**src/rtl/spi1w_pkg.sv**
```systemverilog
// Shared widths, FSM state type and frame packing for the one-way SPI write master.
package spi1w_pkg;

  localparam int FRAME_W  = 16;
  localparam int ADDR_W   = 8;
  localparam int DATA_W   = 8;
  localparam int DIV_W    = 8;
  localparam int BITCNT_W = 5;

  typedef enum logic [2:0] {
    IDLE,
    SETUP,
    SHIFT,
    HOLD,
    GAP
  } state_t;

  // Address goes out first, so it occupies the upper byte of the frame.
  function automatic logic [FRAME_W-1:0] pack_frame(input logic [ADDR_W-1:0] addr,
                                                    input logic [DATA_W-1:0] data);
    return {addr, data};
  endfunction

endpackage

```
**src/rtl/spi1w_sclk_gen.sv**
```systemverilog
// SCLK divider: toggles the serial clock every CLKDIV cycles while enabled, idles low otherwise.
module spi1w_sclk_gen
  import spi1w_pkg::*;
#(
  parameter int CLKDIV = 2
) (
  input  logic clk,
  input  logic rst_n,
  input  logic en,
  input  logic last,
  output logic sclk,
  output logic rise,
  output logic fall
);

  localparam logic [DIV_W-1:0] RELOAD = DIV_W'(CLKDIV - 1);

  logic [DIV_W-1:0] div_cnt_reg;
  logic             sclk_reg;
  logic             terminal;

  assign terminal = en && (div_cnt_reg == '0);
  assign rise     = terminal && !sclk_reg;
  assign fall     = terminal && sclk_reg;
  assign sclk     = sclk_reg;

  // On the final low half-period the rise strobe still fires, but 'last' keeps SCLK low.
  always_ff @(posedge clk or negedge rst_n) begin
    if (!rst_n) begin
      div_cnt_reg <= RELOAD;
      sclk_reg    <= 1'b0;
    end else if (!en) begin
      div_cnt_reg <= RELOAD;
      sclk_reg    <= 1'b0;
    end else if (terminal) begin
      div_cnt_reg <= RELOAD;
      sclk_reg    <= !sclk_reg && !last;
    end else begin
      div_cnt_reg <= div_cnt_reg - 1'b1;
    end
  end

endmodule

```
**src/rtl/spi1w_master.sv**
```systemverilog
// Two-requester SPI write master: grants one request, then shifts {addr,data} out MSB first.
// Define SPI1W_FIXPRIO_EN for fixed priority (requester 0 wins); otherwise round-robin.
module spi1w_master
  import spi1w_pkg::*;
#(
  parameter int CLKDIV = 2,
  parameter int CS_GAP = 2
) (
  input  logic              CLK,
  input  logic              RSTX,
  input  logic              REQ0,
  input  logic [ADDR_W-1:0] ADDR0,
  input  logic [DATA_W-1:0] DATA0,
  output logic              ACK0,
  input  logic              REQ1,
  input  logic [ADDR_W-1:0] ADDR1,
  input  logic [DATA_W-1:0] DATA1,
  output logic              ACK1,
  output logic              BUSY,
  output logic              CS,
  output logic              SCLK,
  output logic              SDATA
);

  localparam logic [DIV_W-1:0]    HOLD_RELOAD = DIV_W'(CLKDIV - 1);
  localparam logic [DIV_W-1:0]    GAP_RELOAD  = DIV_W'(CS_GAP - 1);
  localparam logic [BITCNT_W-1:0] LAST_BIT    = BITCNT_W'(FRAME_W);

  logic                rst_meta_reg;
  logic                rst_n_sync;
  state_t              state_reg;
  logic [FRAME_W-1:0]  shift_reg;
  logic [BITCNT_W-1:0] bit_cnt_reg;
  logic [DIV_W-1:0]    phase_cnt_reg;
  logic                cs_reg;
  logic                busy_reg;
  logic                ack0_reg;
  logic                ack1_reg;
`ifndef SPI1W_FIXPRIO_EN
  logic                rr_ptr_reg;
`endif
  logic                grant0;
  logic                grant1;
  logic                sclk_en;
  logic                sclk_last;
  logic                sclk_rise;
  logic                sclk_fall;

  // Reset asserts asynchronously but releases two clocks after RSTX rises.
  always_ff @(posedge CLK or negedge RSTX) begin
    if (!RSTX) begin
      rst_meta_reg <= 1'b0;
      rst_n_sync   <= 1'b0;
    end else begin
      rst_meta_reg <= 1'b1;
      rst_n_sync   <= rst_meta_reg;
    end
  end

  always_comb begin
    grant0 = 1'b0;
    grant1 = 1'b0;
    if (state_reg == IDLE) begin
`ifdef SPI1W_FIXPRIO_EN
      grant0 = REQ0;
      grant1 = REQ1 && !REQ0;
`else
      if (REQ0 && REQ1) begin
        grant0 = !rr_ptr_reg;
        grant1 = rr_ptr_reg;
      end else begin
        grant0 = REQ0;
        grant1 = REQ1;
      end
`endif
    end
  end

  // SETUP doubles as the leading low half-period, so the divider runs from SETUP onward.
  assign sclk_en   = (state_reg == SETUP) || (state_reg == SHIFT);
  assign sclk_last = (bit_cnt_reg == LAST_BIT);

  spi1w_sclk_gen #(
    .CLKDIV(CLKDIV)
  ) u_sclk_gen (
    .clk  (CLK),
    .rst_n(rst_n_sync),
    .en   (sclk_en),
    .last (sclk_last),
    .sclk (SCLK),
    .rise (sclk_rise),
    .fall (sclk_fall)
  );

  always_ff @(posedge CLK or negedge rst_n_sync) begin
    if (!rst_n_sync) begin
      state_reg     <= IDLE;
      shift_reg     <= '0;
      bit_cnt_reg   <= '0;
      phase_cnt_reg <= '0;
      cs_reg        <= 1'b1;
      busy_reg      <= 1'b0;
      ack0_reg      <= 1'b0;
      ack1_reg      <= 1'b0;
`ifndef SPI1W_FIXPRIO_EN
      rr_ptr_reg    <= 1'b0;
`endif
    end else begin
      ack0_reg <= grant0;
      ack1_reg <= grant1;
`ifndef SPI1W_FIXPRIO_EN
      if (grant0) begin
        rr_ptr_reg <= 1'b1;
      end else if (grant1) begin
        rr_ptr_reg <= 1'b0;
      end
`endif
      case (state_reg)
        IDLE: begin
          if (grant0 || grant1) begin
            shift_reg   <= grant0 ? pack_frame(ADDR0, DATA0) : pack_frame(ADDR1, DATA1);
            bit_cnt_reg <= '0;
            cs_reg      <= 1'b0;
            busy_reg    <= 1'b1;
            state_reg   <= SETUP;
          end
        end
        SETUP: begin
          if (sclk_rise) begin
            state_reg <= SHIFT;
          end
        end
        SHIFT: begin
          // Zeros shift in behind the frame, so SDATA returns low after the 16th fall.
          if (sclk_fall) begin
            shift_reg   <= {shift_reg[FRAME_W-2:0], 1'b0};
            bit_cnt_reg <= bit_cnt_reg + 1'b1;
          end else if (sclk_rise && sclk_last) begin
            phase_cnt_reg <= HOLD_RELOAD;
            state_reg     <= HOLD;
          end
        end
        HOLD: begin
          if (phase_cnt_reg == '0) begin
            cs_reg        <= 1'b1;
            phase_cnt_reg <= GAP_RELOAD;
            state_reg     <= GAP;
          end else begin
            phase_cnt_reg <= phase_cnt_reg - 1'b1;
          end
        end
        GAP: begin
          if (phase_cnt_reg == '0) begin
            busy_reg  <= 1'b0;
            state_reg <= IDLE;
          end else begin
            phase_cnt_reg <= phase_cnt_reg - 1'b1;
          end
        end
        default: begin
          state_reg <= IDLE;
        end
      endcase
    end
  end

  assign ACK0  = ack0_reg;
  assign ACK1  = ack1_reg;
  assign BUSY  = busy_reg;
  assign CS    = cs_reg;
  assign SDATA = shift_reg[FRAME_W-1];

endmodule

```
**config.mk**
```make
export PLATFORM = sky130hd
export DESIGN_NAME = spi1w_master
export DESIGN_NICKNAME = d
export VERILOG_FILES = /design/src/rtl/spi1w_pkg.sv /design/src/rtl/spi1w_sclk_gen.sv /design/src/rtl/spi1w_master.sv
export SDC_FILE = /design/constraint.sdc
export NUM_CORES = 1
export LEC_CHECK = 0
export CORE_MARGIN = 1.5
export CORE_UTILIZATION = 35
export DETAILED_ROUTE_END_ITERATION = 16
export DONT_BUFFER_PORTS = 1
export PLACE_DENSITY_LB_ADDON = 0.15
export SLEW_MARGIN = 0
export SYNTH_ARGS = -nofsm -noshare
export SYNTH_HDL_FRONTEND = slang
export SYNTH_HIERARCHICAL = 1
export SYNTH_SLANG_ARGS = --single-unit
```
**constraint.sdc**
```tcl
create_clock -name CLK -period 1.9 [get_ports CLK]
set_input_delay 0.285 -clock CLK [delete_from_list [all_inputs] [get_ports CLK]]
set_output_delay 0.285 -clock CLK [all_outputs]
set_load 0.02 [all_outputs]
```
==> results of run 1 <==
-- stage by stage --
stage	setup slack (ns)	cells	cell area [um^2]
after floorplan	-0.494	275	2730
after global placement	-0.429	396	3070
after detailed placement	-0.523	396	3070
after CTS	-0.438	410	3320
after global routing	-0.567	414	3390
final	-0.467	414	3390
-- worst paths after layout --
check	end	slack [ns]
setup / recovery	phase_cnt_reg[5]	-0.47
hold / removal	ACK1	0.14
setup reg to reg	phase_cnt_reg[5]	-0.47
hold reg to reg	shift_reg[3]	0.22
max in group asynchronous	u_sclk_gen/div_cnt_reg[0]	1.10
min in group asynchronous	rst_meta_reg	0.19
-- routing by layer --
metal / track usage (%) / share of wire (%) / vias up
met3: 4.31 / 3.9 / 6
met2: 24.7 / 47 / 24
met1: 21.4 / 48 / 1067
met5: 0 / 0 / -
li1: - / - / 1079
met4: 4.23 / 1.3 / 0
-- power by group through the flow --
stage | Combinational [mW] | Clock, mW | Sequential [mW]
6_report | 2.51 | 0.753 | 1.66
5_1_grt | 2.77 | 0.816 | 1.70
4_1_cts | 2.38 | 0.772 | 1.66
3_5_place_dp | 2.16 | 0 | 1.68
3_3_place_gp | 2.12 | 0 | 1.68
2_1_floorplan | 1.48 | 0 | 1.68
-- layout make-up --
class / instances / area, um^2
clock inverters: 2 / 35.0
well taps: 99 / 124
flip-flops and latches: 48 / 1200
multi-input cells: 198 / 1470
clock buffers: 6 / 72.6
repair buffers: 48 / 432
fillers: 724 / 3900
inverters: 13 / 48.8
-- placed cells by master (no fill, tap or decap), drive strengths merged, types with 2 or more instances in the layout --
master / n
and4bb: 2
and3: 17
nor2: 24
or4: 6
dfstp: 2
or2: 2
buf: 47
nor3b: 2
dfrtp: 46
nand3: 9
a21boi: 5
xor2: 3
inv: 13
xnor2: 2
nand3b: 7
or3b: 3
mux2i: 8
a21oi: 7
o31ai: 18
nor3: 2
ha: 5
o21ai: 9
nand2: 28
a211oi: 18
nor4b: 2
nand4: 2
clkbuf: 6
-- Yosys cell counts, types with 3 or more instances --
library cell | count | share of area, %
nand2_1 | 28 | 4.0
dfrtp_1 | 46 | 44
o31ai_1 | 18 | 5.1
a211oi_1 | 18 | 5.1
nor2_1 | 24 | 3.4
a21oi_1 | 6 | 1.1
xor2_1 | 3 | 1.0
and3_1 | 17 | 4.0
clkbuf_1 | 8 | 1.1
inv_1 | 13 | 1.8
nand3_1 | 9 | 1.7
nand3b_1 | 7 | 2.0
o21ai_0 | 7 | 1.3
or4_4 | 3 | 1.3
a21boi_0 | 3 | 0.85
buf_2 | 6 | 1.1
ha_1 | 5 | 2.4
mux2i_1 | 8 | 3.0
-- worst register-to-register path: stages, from the launching register on --
cell,delay (ns)
dfrtp_1,0.40
inv_2,0.09
ha_4,0.13
or3b_4,0.40
nor4b_4,0.24
nor2b_4,0.23
a41oi_4,0.18
buf_4,0.18
a211oi_2,0.22
mux2i_1,0.21
-- logic make-up after synthesis --
| family | share of synthesized area [%] |
|---|---|
| adders and majority gates | 2.37 |
| AOI/OAI and AO/OA | 17.9 |
| and+or+nand+nor | 23.9 |
| muxes | 3.46 |
| buffers and inverters | 4.98 |
| DFF | 45.6 |
| xor gates and xnor gates | 1.66 |
| other | 0.142 |
-- what timing repair did --
action,4_1_cts,5_1_grt
gates cloned,1,0
hold buffers,1,0
resized for setup,20,9
hold endpoints to repair,2,0
pin swaps,13,3
endpoints found under the setup margin,32,37
setup buffers,4,4
==> metrics.txt, run 1 <==
overall power 4.92 mW; worst r2r path cells 9; yosys warns 6; Crit-path slowest cell dfrtp_1; critical path peak fanout 6; clock power share 15.3%; Final min period 2.37 ns; CTS clk-pin slew, worst paths 0.09 ns; P per Cell Area 1450 nW/um^2; GRT Residual Overflow 0; status finished with violations; DR WL/cell 14.9 um; Setup Crit Path Kind flop to flop; Port Buffers 0; Via Count 2,176; start of the worst register-to-register path u_sclk_gen/div_cnt_reg[1]; total track usage 15.8%; Post-Syn Area 2640 um^2; drt pass-1 iters 4; I/O Pins 42; Die Wd 89.9 um; Critical Path End Type flop; slack of the critical path -0.467 ns; flop and latch count out of synthesis 48; async set-reset flop share out of synthesis 100%; Tcrit/Tclk final 125%; CP startpoint kind flop; CP max stage delay 0.40 ns; routed wire length 6160 um; CTS buffer count 5; row count 31; Flop pwr share 33.7%; TritonCTS clock tree built; Post-synth EDFFs 0; cells along the critical path inv_2, ha_4, or3b_4, nor4b_4, nor2b_4, a41oi_4, buf_4, a211oi_2, mux2i_1; LEAKAGE 1.54 nW; vias in the first global route 2,144; worst hold path depth 1; drt drc 0; hold_ws 0.144 ns; core area 7290 um^2; share of layout cells above drive strength 1 31.4%; Setup TNS -10.97 ns; Main synth FF type dfrtp_1; Synth Area per Inst 9.60 um^2; Inserted Diodes 0; clk_skew 0.00794 ns; max_slew headroom 65.7%; Mapped Cells 275; Mapped Nets 316; first-pass GRT wire length 10,300 um; Largest register FFs 16; worst IR drop on VDD 0.642 mV; CP required 2.13 ns; final hold vios 0; min-delay src REQ1; Levels on crit path 9; post-route ant nets 0; RSZ-0062 raised after global routing yes; Seq/Total Area, Yosys 45.6%; largest net degree at the start of global routing 30; violated checks setup timing; Comb pwr share 51.0%; Psw 1.89 mW; fin util 46.5%; CTS Buffer Depth 2; Peak Freq 422 MHz; H-tree levels 2; switch share 38.4%; clk_lat worst skew 0.31 ns; Area growth, synth to finish 28.4%; routability congestion estimate 0.767; TritonCTS Sinks 48; chip height 89.9 um; actual slew at the worst max-slew pin 0.510 ns; DPL Wire Length 4190 um; detailed router's first-iteration violation count 93; internal power 3.03 mW; Layout Nets 355; Max Cap Viol 0; WP data arrival 2.59 ns; HP Class input port to flop; final setup vio count 28; Crit path max-delay family simple AND/OR/NAND/NOR gates; Final Max Tran Viols 0; antenna violations before repair 0; initial core utilization 36.2%; root buf cell clkbuf_8; Critical path origin u_sclk_gen/div_cnt_reg[1]; routed vias/inst 5.26; die area 8070 um^2; CP Buf/Inv Count 2; Netlist cell types 53
No activity file was read; power rests on OpenSTA's default activity.
==> run 2: changes to the inputs <==
CORE_UTILIZATION = 24   (was 35)
RECOVER_POWER = 25   (was default)
clock period = 2.6 ns   (was 1.9 ns; I/O delays follow)
==> metrics.txt, run 2 (synthesis results as in run 1) <==
Port Buffers 0 (unchanged); max_slew headroom 34.6% (-31 points); clk_skew 0.0157 ns (+0.00774 ns); hold_ws 0.162 ns (+0.0177 ns); final hold vios 0 (unchanged); final setup vio count 0 (-100%); drt drc 0 (unchanged); cells along the critical path inv_1, ha_1, or3b_4, nor4b_4, buf_4, nor2b_2, a41oi_2, buf_4, buf_4, a21oi_2, mux2i_1; Peak Freq 410 MHz (-3.1%); Die Wd 108 um (+20%); share of layout cells above drive strength 1 20.7% (-11 points); DR WL/cell 14.3 um (-4.2%); TritonCTS Sinks 48 (unchanged); P per Cell Area 1050 nW/um^2 (-28%); Critical Path End Type flop; CP required 2.84 ns (+0.71 ns); Setup Crit Path Kind flop to flop; slack of the critical path 0.158 ns (+0.625 ns); highest-count cells in the layout ignoring fill and taps dfrtp_1 (46), nand2_1 (28), buf_4 (25), nor2_1 (24), o31ai_1 (18); H-tree levels 2 (unchanged); status complete, no violations; root buf cell clkbuf_8; actual slew at the worst max-slew pin 0.981 ns (+0.471 ns); Area growth, synth to finish 18.1%; non-filler cells, final 435 (+5.1%); DPL Wire Length 4270 um (+2.0%); commonest non-fill, non-tap cell in the layout dfrtp_1; Place WS -0.100 ns (+0.422 ns); vias in the first global route 1,977 (-7.8%); chip height 108 um (+20%); critical path peak fanout 3 (-3); GRT Residual Overflow 0 (unchanged); routed wire length 6210 um (+0.68%); Layout Nets 335 (-5.6%); CTS Buffer Depth 2 (unchanged); core area 10,800 um^2 (+48%); antenna violations before repair 0 (unchanged); Crit-path slowest cell or3b_4; WP data arrival 2.69 ns (+0.10 ns); row count 38 (+23%); Tcrit/Tclk final 93.9% (-31 points); detailed router's first-iteration violation count 89 (-4.3%); CP most frequent cell buf_4; CP Buf/Inv Count 4 (+2); CTS clk-pin slew, worst paths 0.09 ns (about the same); CP startpoint kind flop; LEAKAGE 1.41 nW (-8.8%); die area 11,600 um^2 (+44%); Final Max Tran Viols 0 (unchanged); routability congestion estimate 0.732 (-4.5%); first-pass GRT wire length 10,200 um (-1.1%); largest net degree at the start of global routing 39 (+30%); Largest register FFs 16 (unchanged); clk_lat worst skew 0.32 ns (about the same); drt pass-1 iters 4 (unchanged); post-route ant nets 0 (unchanged); Crit path max-delay family simple AND/OR/NAND/NOR gates; Via Count 2,099 (-3.5%); worst IR drop on VDD 0.353 mV (-45%); initial core utilization 24.5% (-12 points); Final min period 2.44 ns (+0.0749 ns); routed vias/inst 4.83 (-8.2%); CP max stage delay 0.40 ns (about the same); DP Cell Count 424 (+7.1%); CTS buffer count 5 (unchanged); RSZ-0062 raised after global routing yes; total track usage 11.5% (-4.3 points); HP Class flop to async pin; Inserted Diodes 0 (unchanged); Max Cap Viol 0 (unchanged); I/O Pins 42 (unchanged); TritonCTS clock tree built
==> run 2: changes by cell type in the layout (fill, tap and decap cells not counted), sizes merged <==
cell / before / now
clkbuf: 6 / 7
buf: 47 / 26
==> run 2: through the flow <==
stage	cell area, um^2	setup TNS, ns	utilization (%)	total power [mW]
floorplan	2650	0	-	2.22
CTS	3090	0	28.7	3.27
detailed placement	2960	-0.110	27.4	2.67
global route	3120	-0.00701	28.9	3.56
finish	3120	0	28.9	3.27
global placement	2960	-0.0974	27.4	2.66
==> run 2: final timing paths <==
check,from,end,slack [ns],cells after the start
worst max-delay path,u_sclk_gen/div_cnt_reg[1],phase_cnt_reg[7],0.16,11
worst min-delay path,rst_n_sync,phase_cnt_reg[7],0.16,0
worst max register to register,u_sclk_gen/div_cnt_reg[1],phase_cnt_reg[7],0.16,11
worst min register to register,rst_n_sync,phase_cnt_reg[7],0.16,0
max in group asynchronous,rst_n_sync,shift_reg[0],1.15,1
min in group CLK,REQ1,ACK1,0.25,1
==> run 2: where the power goes <==
group | total, mW | internal (mW) | switching (mW)
Clock | 0.558 | 0.286 | 0.271
Sequential | 1.23 | 1.02 | 0.204
Combinational | 1.49 | 0.691 | 0.794
==> run 2: cell type report <==
type	count	area (um^2)
clock inverter	2	35.0
clock buffer	6	72.6
fill	1141	7670
timing repair buffer	28	223
multi-input combinational	198	1360
tap	140	175
inverter	13	48.8
sequential	48	1200
==> run 2: metal layers <==
metal	share of wire, %	vias to the layer above	global-route usage, %
met3	5.4	7	3.09
met2	45	40	17.4
met5	0	-	0
li1	-	1035	-
met1	49	1017	15.8
met4	1.2	0	3.67
==> run 2: repair_timing <==
item                                    CTS  global route
buffers inserted                          2             0
pin swaps                                 1             2
hold buffers                              1             0
endpoints found under the hold margin     2             0
endpoints found under the setup margin    5            10
gates resized for setup                   1             7
==> edit, RTL diff (config.mk and constraints of run 1) <==
The 5 states of `state_t` get a one-hot encoding in 5 bits.
--- a/src/rtl/spi1w_pkg.sv
+++ b/src/rtl/spi1w_pkg.sv
@@ -9,8 +9,8 @@
 
-  typedef enum logic [2:0] {
-    IDLE,
-    SETUP,
-    SHIFT,
-    HOLD,
-    GAP
+  typedef enum logic [4:0] {
+    IDLE  = 5'b00001,
+    SETUP = 5'b00010,
+    SHIFT = 5'b00100,
+    HOLD  = 5'b01000,
+    GAP   = 5'b10000
   } state_t;
Check against the original RTL: no difference found for any inputs over 10 cycles, from zero or initial values and one cycle with RSTX low; not proved beyond that.
==> edit against run 1 <==
  * The run still ends with setup timing left
  * Combinational power is 21% lower
  * Final area is 11% higher
  * Cell count is 7.7% higher
  * Worst hold slack worse by 0.024 ns
  * Synthesized area is 2.2% higher
  * Sequential power is 8% lower
  * Synthesized cell count is 1.8% higher
  * Sequential cell count is 2 higher
  * Critical path depth stayed put
  * Setup slack better by 0.21 ns
  * Power is 16% lower
  * Wire length is 5.2% higher
  * Maximum frequency is 9.8% higher
  * Critical endpoint is now phase_cnt_reg[7]
  * Largest power group unchanged
  * Highest routed layer unchanged
==> edit: results (changes against run 1) <==
outcome=complete, but fails checks; failing checks=setup timing; Hold EP=ACK0; Mapped Cells=280 (+1.8%); Distinct cells, synth=56 (+5.7%); met2 GRT Util=26.19% (+1.4 points); area occupied by multi-input gates=1613 um^2 (+9.4%); Post-CTS Setup Bufs=10 (+6); top cells by area, synth=dfrtp_1, nand2_1, a311oi_1; initial detailed-routing violation count=70 (-25%); worst slew pin tran=0.5303 ns (+0.02064 ns); # nets final=388 (+9.3%); Setup-failing EPs final=30 (+7.1%); post-cts resize count=30 (+50%); HP Start=REQ0; Initial DRT Pass Iterations=4 (unchanged); total global-route track usage=16.18% (+0.42 points); setup ws final=-0.2564 ns (+0.2106 ns); WL final=6.484 mm (+5.2%); clock skew=0.01276 ns (+0.004822 ns); met1 WL=3.148 mm (+6.4%); metal3 WL=326 um (+36%); routed vias=2325 (+6.8%); worst hold margin=0.1206 ns (-0.02371 ns); XOR/XNOR Fraction of Synth Area=2.922% (+1.3 points); GR Util met3=4.125% (-0.19 points); Area after DPL=3296 um^2 (+7.2%); slowest CP cell=or3b_4; GP Congestion=0.7506 (-2.1%); setup tns final=-5.249 ns (+5.725 ns); Detailed Place HPWL=4.426 mm (+5.8%); complex-gate fraction of the synthesized area=22.31% (+4.4 points); Post-Place Cells=417 (+5.3%); Placeable Area=7370 um^2 (+1.1%); Peak VDD IR=0.0003920 V (-39%); Post-Synth Adder-Cell Area=2.319% (-0.051 points); share of layout cells above drive strength 1=38.90% (+7.5 points); vias in the first global route=2247 (+4.8%); met1 global-route usage=21.82% (+0.39 points); LEAKAGE=0.001700 uW (+10%); synth cell count leaders=dfrtp_1, nand2_1, nor2_1; top routing layer used=met4; first-pass GRT wire length=10.93 mm (+5.7%); crit path max fanout=5 (-1); fillers=699 (-3.5%); fin cells=446 (+7.7%); mux contribution to synthesized area=0.3711% (-3.1 points); Setup crit end=phase_cnt_reg[7]
==> edit: power by group <==
part | total (uW) | leakage [uW] | internal (uW) | switching, uW
clock | 605 | 0.0000373 | 254 | 352
sequential | 1530 | 0.000640 | 1340 | 184
combinational | 1990 | 0.00102 | 1050 | 943
==> edit: kinds of logic after synthesis <==
logic type      count (synthesis)
flops                          50
buf+inv                        24
fa+ha+maj                       5
compound gates                 77
simple gates                  113
mux                             1
other cells                     1
xor+xnor                        9
==> edit: layout make-up <==
cell class | count | area share (%)
Tap cell | 99 | 3.291
Timing Repair Buffer | 71 | 16.95
Multi-Input combinational cell | 206 | 42.85
Clock inverter | 1 | 0.1995
Clock buffer | 6 | 1.928
Inverter | 13 | 1.363
Sequential cell | 50 | 33.41
==> edit: critical path: cells and delay by family, from the launching register on <==
family,cells,cell delay (ns)
fa+ha+maj,1,0.13
xor+xnor,1,0.16
simple gates,3,0.76
compound gates,2,0.37
buf+inv,2,0.25
flops,1,0.39
